File: config.mk
export PLATFORM = sky130hd
export DESIGN_NAME = gcd_seq
export DESIGN_NICKNAME = d
export VERILOG_FILES = /design/src/rtl/gcd_seq.sv
export SDC_FILE = /design/constraint.sdc
export NUM_CORES = 1
export LEC_CHECK = 0
export CAP_MARGIN = 10
export CORE_MARGIN = 8
export CORE_UTILIZATION = 35
export DETAILED_ROUTE_END_ITERATION = 7
export HOLD_SLACK_MARGIN = 0.1
export MAX_ROUTING_LAYER = met4
export PLACE_DENSITY = 0.67
export SYNTH_ARGS = -nofsm -noshare
export SYNTH_HDL_FRONTEND = slang
export SYNTH_SLANG_ARGS = --single-unit
export TNS_END_PERCENT = 20
File: constraint.sdc
create_clock -name clk -period 3 [get_ports clk]
set_clock_uncertainty 0.05 [all_clocks]
set_input_delay 0.3 -clock clk [delete_from_list [all_inputs] [get_ports clk]]
set_output_delay 0.3 -clock clk [all_outputs]
set_load 0.005 [all_outputs]
File: src/rtl/gcd_seq.sv
// Clocked GCD engine with four-phase activate/x/y/z channels, one algorithm step per cycle.
// Define GCD_STEIN_EN to replace the subtractive step with the binary (Stein) step.
module gcd_seq #(
  parameter int W = 8
) (
  input  logic         clk,
  input  logic         initialise_n,
  input  logic         activate_0r,
  output logic         activate_0a,
  output logic         x_0r,
  input  logic         x_0a,
  input  logic [W-1:0] x_0d,
  output logic         y_0r,
  input  logic         y_0a,
  input  logic [W-1:0] y_0d,
  output logic         z_0r,
  input  logic         z_0a,
  output logic [W-1:0] z_0d
);

  // state   | meaning
  // IDLE    | waiting for activate_0r
  // FETCH   | x_0r/y_0r high, latching operands as acks arrive
  // RTZ_IN  | requests dropped, waiting for both operand acks low
  // CALC    | one gcd step per cycle until a terminating condition
  // OUT     | z_0r high with result on z_0d
  // RTZ_OUT | waiting for z_0a low
  // DONE    | activate_0a high, waiting for activate_0r low
  typedef enum logic [2:0] {
    S_IDLE, S_FETCH, S_RTZ_IN, S_CALC, S_OUT, S_RTZ_OUT, S_DONE
  } state_t;

  state_t state, state_nxt;

  logic [W-1:0] a, b, a_step, b_step, result;
  logic         x_got, y_got;
  logic         fetch_done, calc_done;

`ifdef GCD_STEIN_EN
  localparam int KW = $clog2(W) + 1;
  logic [KW-1:0] k, k_step;
`endif

  assign fetch_done = (x_got | x_0a) & (y_got | y_0a);
  assign calc_done  = (a == '0) || (b == '0) || (a == b);

  always_ff @(posedge clk or negedge initialise_n) begin
    if (!initialise_n) state <= S_IDLE;
    else               state <= state_nxt;
  end

  always_comb begin
    state_nxt = state;
    case (state)
      S_IDLE:    if (activate_0r)     state_nxt = S_FETCH;
      S_FETCH:   if (fetch_done)      state_nxt = S_RTZ_IN;
      S_RTZ_IN:  if (!x_0a && !y_0a)  state_nxt = S_CALC;
      S_CALC:    if (calc_done)       state_nxt = S_OUT;
      S_OUT:     if (z_0a)            state_nxt = S_RTZ_OUT;
      S_RTZ_OUT: if (!z_0a)           state_nxt = S_DONE;
      S_DONE:    if (!activate_0r)    state_nxt = S_IDLE;
      default:                        state_nxt = S_IDLE;
    endcase
  end

  // Outputs decode straight from the state register, so no input reaches an output combinationally.
  always_comb begin
    x_0r        = (state == S_FETCH);
    y_0r        = (state == S_FETCH);
    z_0r        = (state == S_OUT);
    activate_0a = (state == S_DONE);
  end

`ifdef GCD_STEIN_EN
  always_comb begin
    a_step = a;
    b_step = b;
    k_step = k;
    if (!a[0] && !b[0]) begin
      a_step = a >> 1;
      b_step = b >> 1;
      k_step = k + KW'(1);
    end else if (!a[0]) begin
      a_step = a >> 1;
    end else if (!b[0]) begin
      b_step = b >> 1;
    end else if (a > b) begin
      a_step = (a - b) >> 1;
    end else begin
      b_step = (b - a) >> 1;
    end
    result = ((a == '0) ? b : a) << k;
  end
`else
  always_comb begin
    a_step = a;
    b_step = b;
    if (a > b) a_step = a - b;
    else       b_step = b - a;
    result = (a == '0) ? b : a;
  end
`endif

  always_ff @(posedge clk or negedge initialise_n) begin
    if (!initialise_n) begin
      a     <= '0;
      b     <= '0;
      z_0d  <= '0;
      x_got <= 1'b0;
      y_got <= 1'b0;
`ifdef GCD_STEIN_EN
      k     <= '0;
`endif
    end else begin
      case (state)
        S_IDLE: begin
          x_got <= 1'b0;
          y_got <= 1'b0;
        end
        S_FETCH: begin
          if (x_0a && !x_got) begin
            a     <= x_0d;
            x_got <= 1'b1;
          end
          if (y_0a && !y_got) begin
            b     <= y_0d;
            y_got <= 1'b1;
          end
        end
`ifdef GCD_STEIN_EN
        S_RTZ_IN: if (!x_0a && !y_0a) k <= '0;
`endif
        S_CALC: begin
          if (calc_done) begin
            z_0d <= result;
          end else begin
            a <= a_step;
            b <= b_step;
`ifdef GCD_STEIN_EN
            k <= k_step;
`endif
          end
        end
        default: ;
      endcase
    end
  end

endmodule

# ---- Yosys cells after proc, flatten, opt, wreduce, memory -nomap -nowiden
# Cells that the tools add are included.
dict set report word_totals {
  out_inout_bits 12
  input_bits 22
  ff_bits 29
}
dict set report classes {
  n_bitwise 3
  n_eq_ne 19
  reduce_logical 20
  n_mux 21
  n_addsub 2
  order_cmp 1
}
# cell n
set ops {}
lappend ops {{8-bit two-way mux} 7}
lappend ops {{8-bit case mux with 2 select lines} 2}
lappend ops {{3-bit two-way mux} 7}
lappend ops {{3-bit case mux with 7 select lines} 1}
lappend ops {{8-bit zero test} 2}
lappend ops {{2-bit inequality test, second input constant} 8}
lappend ops {{8-bit subtractor} 2}
lappend ops {{3-bit equality test, second input constant} 3}
lappend ops {{8-bit equality test} 1}
lappend ops {{8-bit > comparator} 1}
lappend ops {{2-bit by 1-bit inequality test with 1-bit output, second input constant} 4}
lappend ops {{4-bit AND reduction} 2}
lappend ops {{7-bit AND reduction} 1}
lappend ops {{3-bit by 2-bit equality test with 1-bit output, second input constant} 2}
lappend ops {{2-bit AND reduction} 3}
lappend ops {{1-bit zero test} 4}
lappend ops {{1-bit case mux with 2 select lines} 2}
lappend ops {{2-bit nonzero test} 2}
lappend ops {{3-bit by 1-bit equality test with 1-bit output, second input constant} 1}
lappend ops {{1-bit logical AND} 3}
lappend ops {{3-bit zero test} 1}
lappend ops {{1-bit logical OR} 2}
lappend ops {{1-bit two-way mux} 2}
lappend ops {{1-bit OR} 2}
lappend ops {{1-bit bitwise AND} 1}

# ---- Logic depth before layout (Yosys ltp)
dict set report logic_depth {
  depth_word 5
  ltp_mapped 10
  mapped_depth_nobuf 8
}

# ---- Least setup slack after synthesis
# Ideal clock, no wire load.
dict set report synth_timing {
  kind {register -> register}
  start {register a[0]}
  end {register a[3]}
  n_path_buf 0
  setup_slack_ns 0.490
  arrival_time_ns 2.335
  setup_time_ns 0.125
  path_stages_with_launch 9
  path_cell_list {dfrtp_1 inv_1 ha_1 fa_1 and2b_1 o31a_1 o221ai_1 o32ai_4 mux2_4}
}
dict set report synth_between {
  elab_chain_len 5
  word_cells_on_any_way 12
  classes_between {add/sub: 1; order compare: 1; eq/ne: 3; mux: 3; reduce/logical: 4}
}
# element line_no
set synth_rtl {}
lappend synth_rtl {{start, declared} 35} ;# logic [W-1:0] a, b, a_step, b_step, result;
lappend synth_rtl {{start signal, assigned} 137} ;# a <= a_step;
lappend synth_rtl {{branches (longest 5 deep; another with 8-bit subtractor)} --}
# Several ways; the timed one is not identified. The select of a mux whose other input is x is not followed.
# A chain may end at the register's enable or synchronous reset.

# ---- Final worst setup path
# Same ends and word-level chain as after synthesis.

==> impl_metrics.toml <==
[critical_path]
cp_max_fo = 8
rr_worst_depth = 8
required_ps = 3110
cp.arrival_ps = 2910
cp_slowest_cell = "o32ai_4"
slowest_delay_ps = 560
endpoint_kind = "register"
worstPathCellList = "inv_1 > ha_1 > fa_1 > and2b_1 > o31a_1 > o221ai_1 > o32ai_4 > mux2_4"
reg2reg_setup_slack_ps = 200
crit_type = "reg -> reg"
startpoint_type = "register"

[timing]
min_period_over_period_pct = 93.4
hold_ws_ps = 351
setup_viol = 0
rsz0062_at_grt = "false"
worstMarginPinSlew_ps = 592
timing.setup.tns_ps = 0
hold_viol = 0
min_period_ps = 2800
relSlewSlack_pct = 60.5
report.final.slew_viol_count = 0
fmax_mhz = 357

[clock_network]
clk_pin_slew_ps = 70
tritoncts = "done"
hold_buffers = 0
cts_buffer_depth = 2
post_cts_resized = 0
h-tree-depth = 2
cts_sinks = 29
postCtsSetupBuffers = 0
cts_buffers = 5
worstSkewPairLatency_ps = 280
clockRootBuffer = "clkbuf_8"

[floorplanning]
pin_count = 34
core.rowCount = 29
fp.dieH_um = 97.4
initial_utilization_pct = 36.3
core_area_sq_mm = 0.00639
die_area_sq_mm = 0.00948
die_w_um = 97.4

[layout]
drive_gt1_share_pct = 8.74
final_net_count = 324
area_delta_synth_final_pct = 19.4
n_fill_cell = 650
antenna_cells = 0

[synthesis]
synthMuxAreaShare_pct = 9.07
synth.distinct_cells = 43
synth_xor_area_share_pct = 0
synth_nets = 296
ys_seq_elements = 29
yosysTopAreaCell = "dfrtp_1"
synth_edf_count = 0
synth_fa_ha_area_share_pct = 9.82
ys_seq_area_share_pct = 31.3
synth_top_family_by_area = "simple AND/OR/NAND/NOR gates"
postSynthCellCount = 257
async_flop_share_pct = 100
yosys.area_share.simple_pct = 21.4
post-synth-top-count-cell = "a21oi_1"
synthTopCellsByCount = "a21oi_1, dfrtp_1, nor2_1"
netlist_area_sq_mm = 0.00232
synth_compound_area_share_pct = 21.0
synthFlopType = "dfrtp_1"
syn_area_per_cell_sq_um = 9.02
synth_top_cells_by_area = "dfrtp_1, ha_1, a21oi_1"
netlist.area_leader.share_pct = 31.3
ys_warn_count = 0

[power]
p_total_mw = 3.77
pwr-share-clk_pct = 9.4
p_leak_nw = 1.18
power.share.sequential_pct = 22.2
internal-power_mw = 2.01
power.density_mw_per_mm2 = 1360
p_sw_share_pct = 46.7
worst_ir_drop_vdd_mv = 0.530
combinationalPowerShare_pct = 68.4
switchingPower_mw = 1.76

[drt]
wl_per_cell_um = 15.7
vias = 1979
drt_iter0_markers = 117
vias_per_cell = 5.45
postRouteAntennaNets = 0
drt_first_pass_iters = 4
routed_wl_mm = 5.71
drcViolationCount = 0

[global_route]
track_usage_pct = 12.3
grt_pass1_wl_mm = 9.70
antenna_found_initial = 0
grt_start_max_net_pins = 44
overflow = 0
grt_pass1_vias = 2006

[placement]
place_hpwl_mm = 4.46
port_buffers = 33
gp_congestion = 0.885

[worst_hold_path]
worstHoldPathType = "in -> async"

[run]
cap_violations = 0

[run_status]
outcome = "complete, no violations"
cell usage in the layout, fill, tap and decap left out, drive strengths merged, types with 2 or more instances in the layout:
cell type and instances:
clkdlybuf4s50 33, a21oi 32, dfrtp 29, nor2 29, inv 17, ha 15, o21ai 12, mux2i 12
a211oi 10, nand2b 9, nor3b 8, or4 8, nand2 7, clkbuf 7, mux2 6, o31a 5
nor3 5, buf 4, nor2b 3, o21a 3, nand3 3, o31ai 3, a21o 3, nor4 3
and2b 2, o221ai 2, nor4b 2, fa 2, nand4 2, o32ai 2
cell families (layout without fill, tap and decap cells):
family	count (synthesis)	count (layout)
muxes	18	18
adders and majority gates	17	17
and+or+nand+nor	85	85
buffers and inverters	33	62
AOI/OAI and AO/OA	75	75
DFF	29	29
worst paths after layout:
check	startpoint	to
max in group asynchronous	initialise_n	a[3]$_DFFE_PN0P_
worst max-delay path	a[0]$_DFFE_PN0P_	a[3]$_DFFE_PN0P_
min in group clk	x_got$_DFFE_PN0P_	x_got$_DFFE_PN0P_
worst min-delay path	initialise_n	a[0]$_DFFE_PN0P_
worst max register to register	a[0]$_DFFE_PN0P_	a[3]$_DFFE_PN0P_
worst min register to register	x_got$_DFFE_PN0P_	x_got$_DFFE_PN0P_
power groups by stage:
stage	clock (mW)	combinational (mW)	sequential, mW
after floorplan	0	2.08	0.747
after global placement	0	2.53	0.835
after detailed placement	0	2.57	0.843
after CTS	0.363	2.59	0.838
after global routing	0.384	2.88	0.873
final	0.356	2.58	0.838
layer usage:
layer  GRT usage (%)  vias to the layer above  part of all wire [%]
met5               -                        -                     0
met4            2.91                        0                   1.2
met1            15.5                      930                    47
met2            19.6                       51                    47
li1                -                      989                     -
met3            2.70                        9                   3.9
area by class of cell:
cell class | count | area [sq um] | area share (%)
inverter | 17 | 63.8 | 2.31
clock buffer | 7 | 96.3 | 3.48
timing repair buffer | 37 | 360 | 13.0
sequential | 29 | 726 | 26.2
tap | 77 | 96.3 | 3.48
clock inverter | 1 | 5.00 | 0.181
multi-input combinational | 195 | 1420 | 51.3
worst max-delay path, delay by kind of cell, from the launching register on:
family	cells	cell delay, ps
compound gates	3	980
fa+ha+maj	2	590
flops	1	390
mux	1	340
simple gates	1	230
buf+inv	1	90
metrics by stage:
| step | cells | utilization [%] | instance area (sq um) | setup slack, ps |
|---|---|---|---|---|
| floorplan | 257 | - | 2320 | 490 |
| global placement | 355 | 41.8 | 2670 | 327 |
| detailed placement | 355 | 41.8 | 2670 | 238 |
| CTS | 363 | 43.3 | 2770 | 206 |
| global route | 363 | 43.3 | 2770 | 2.86 |
| finish | 363 | 43.3 | 2770 | 197 |
registers in the layout, indices dropped and copies added (netlist names):
name	count
y_got	1
z_0d	8
state	3
b	8
x_got	1
a	8
Note: power is estimated with default switching activity, not from simulation.
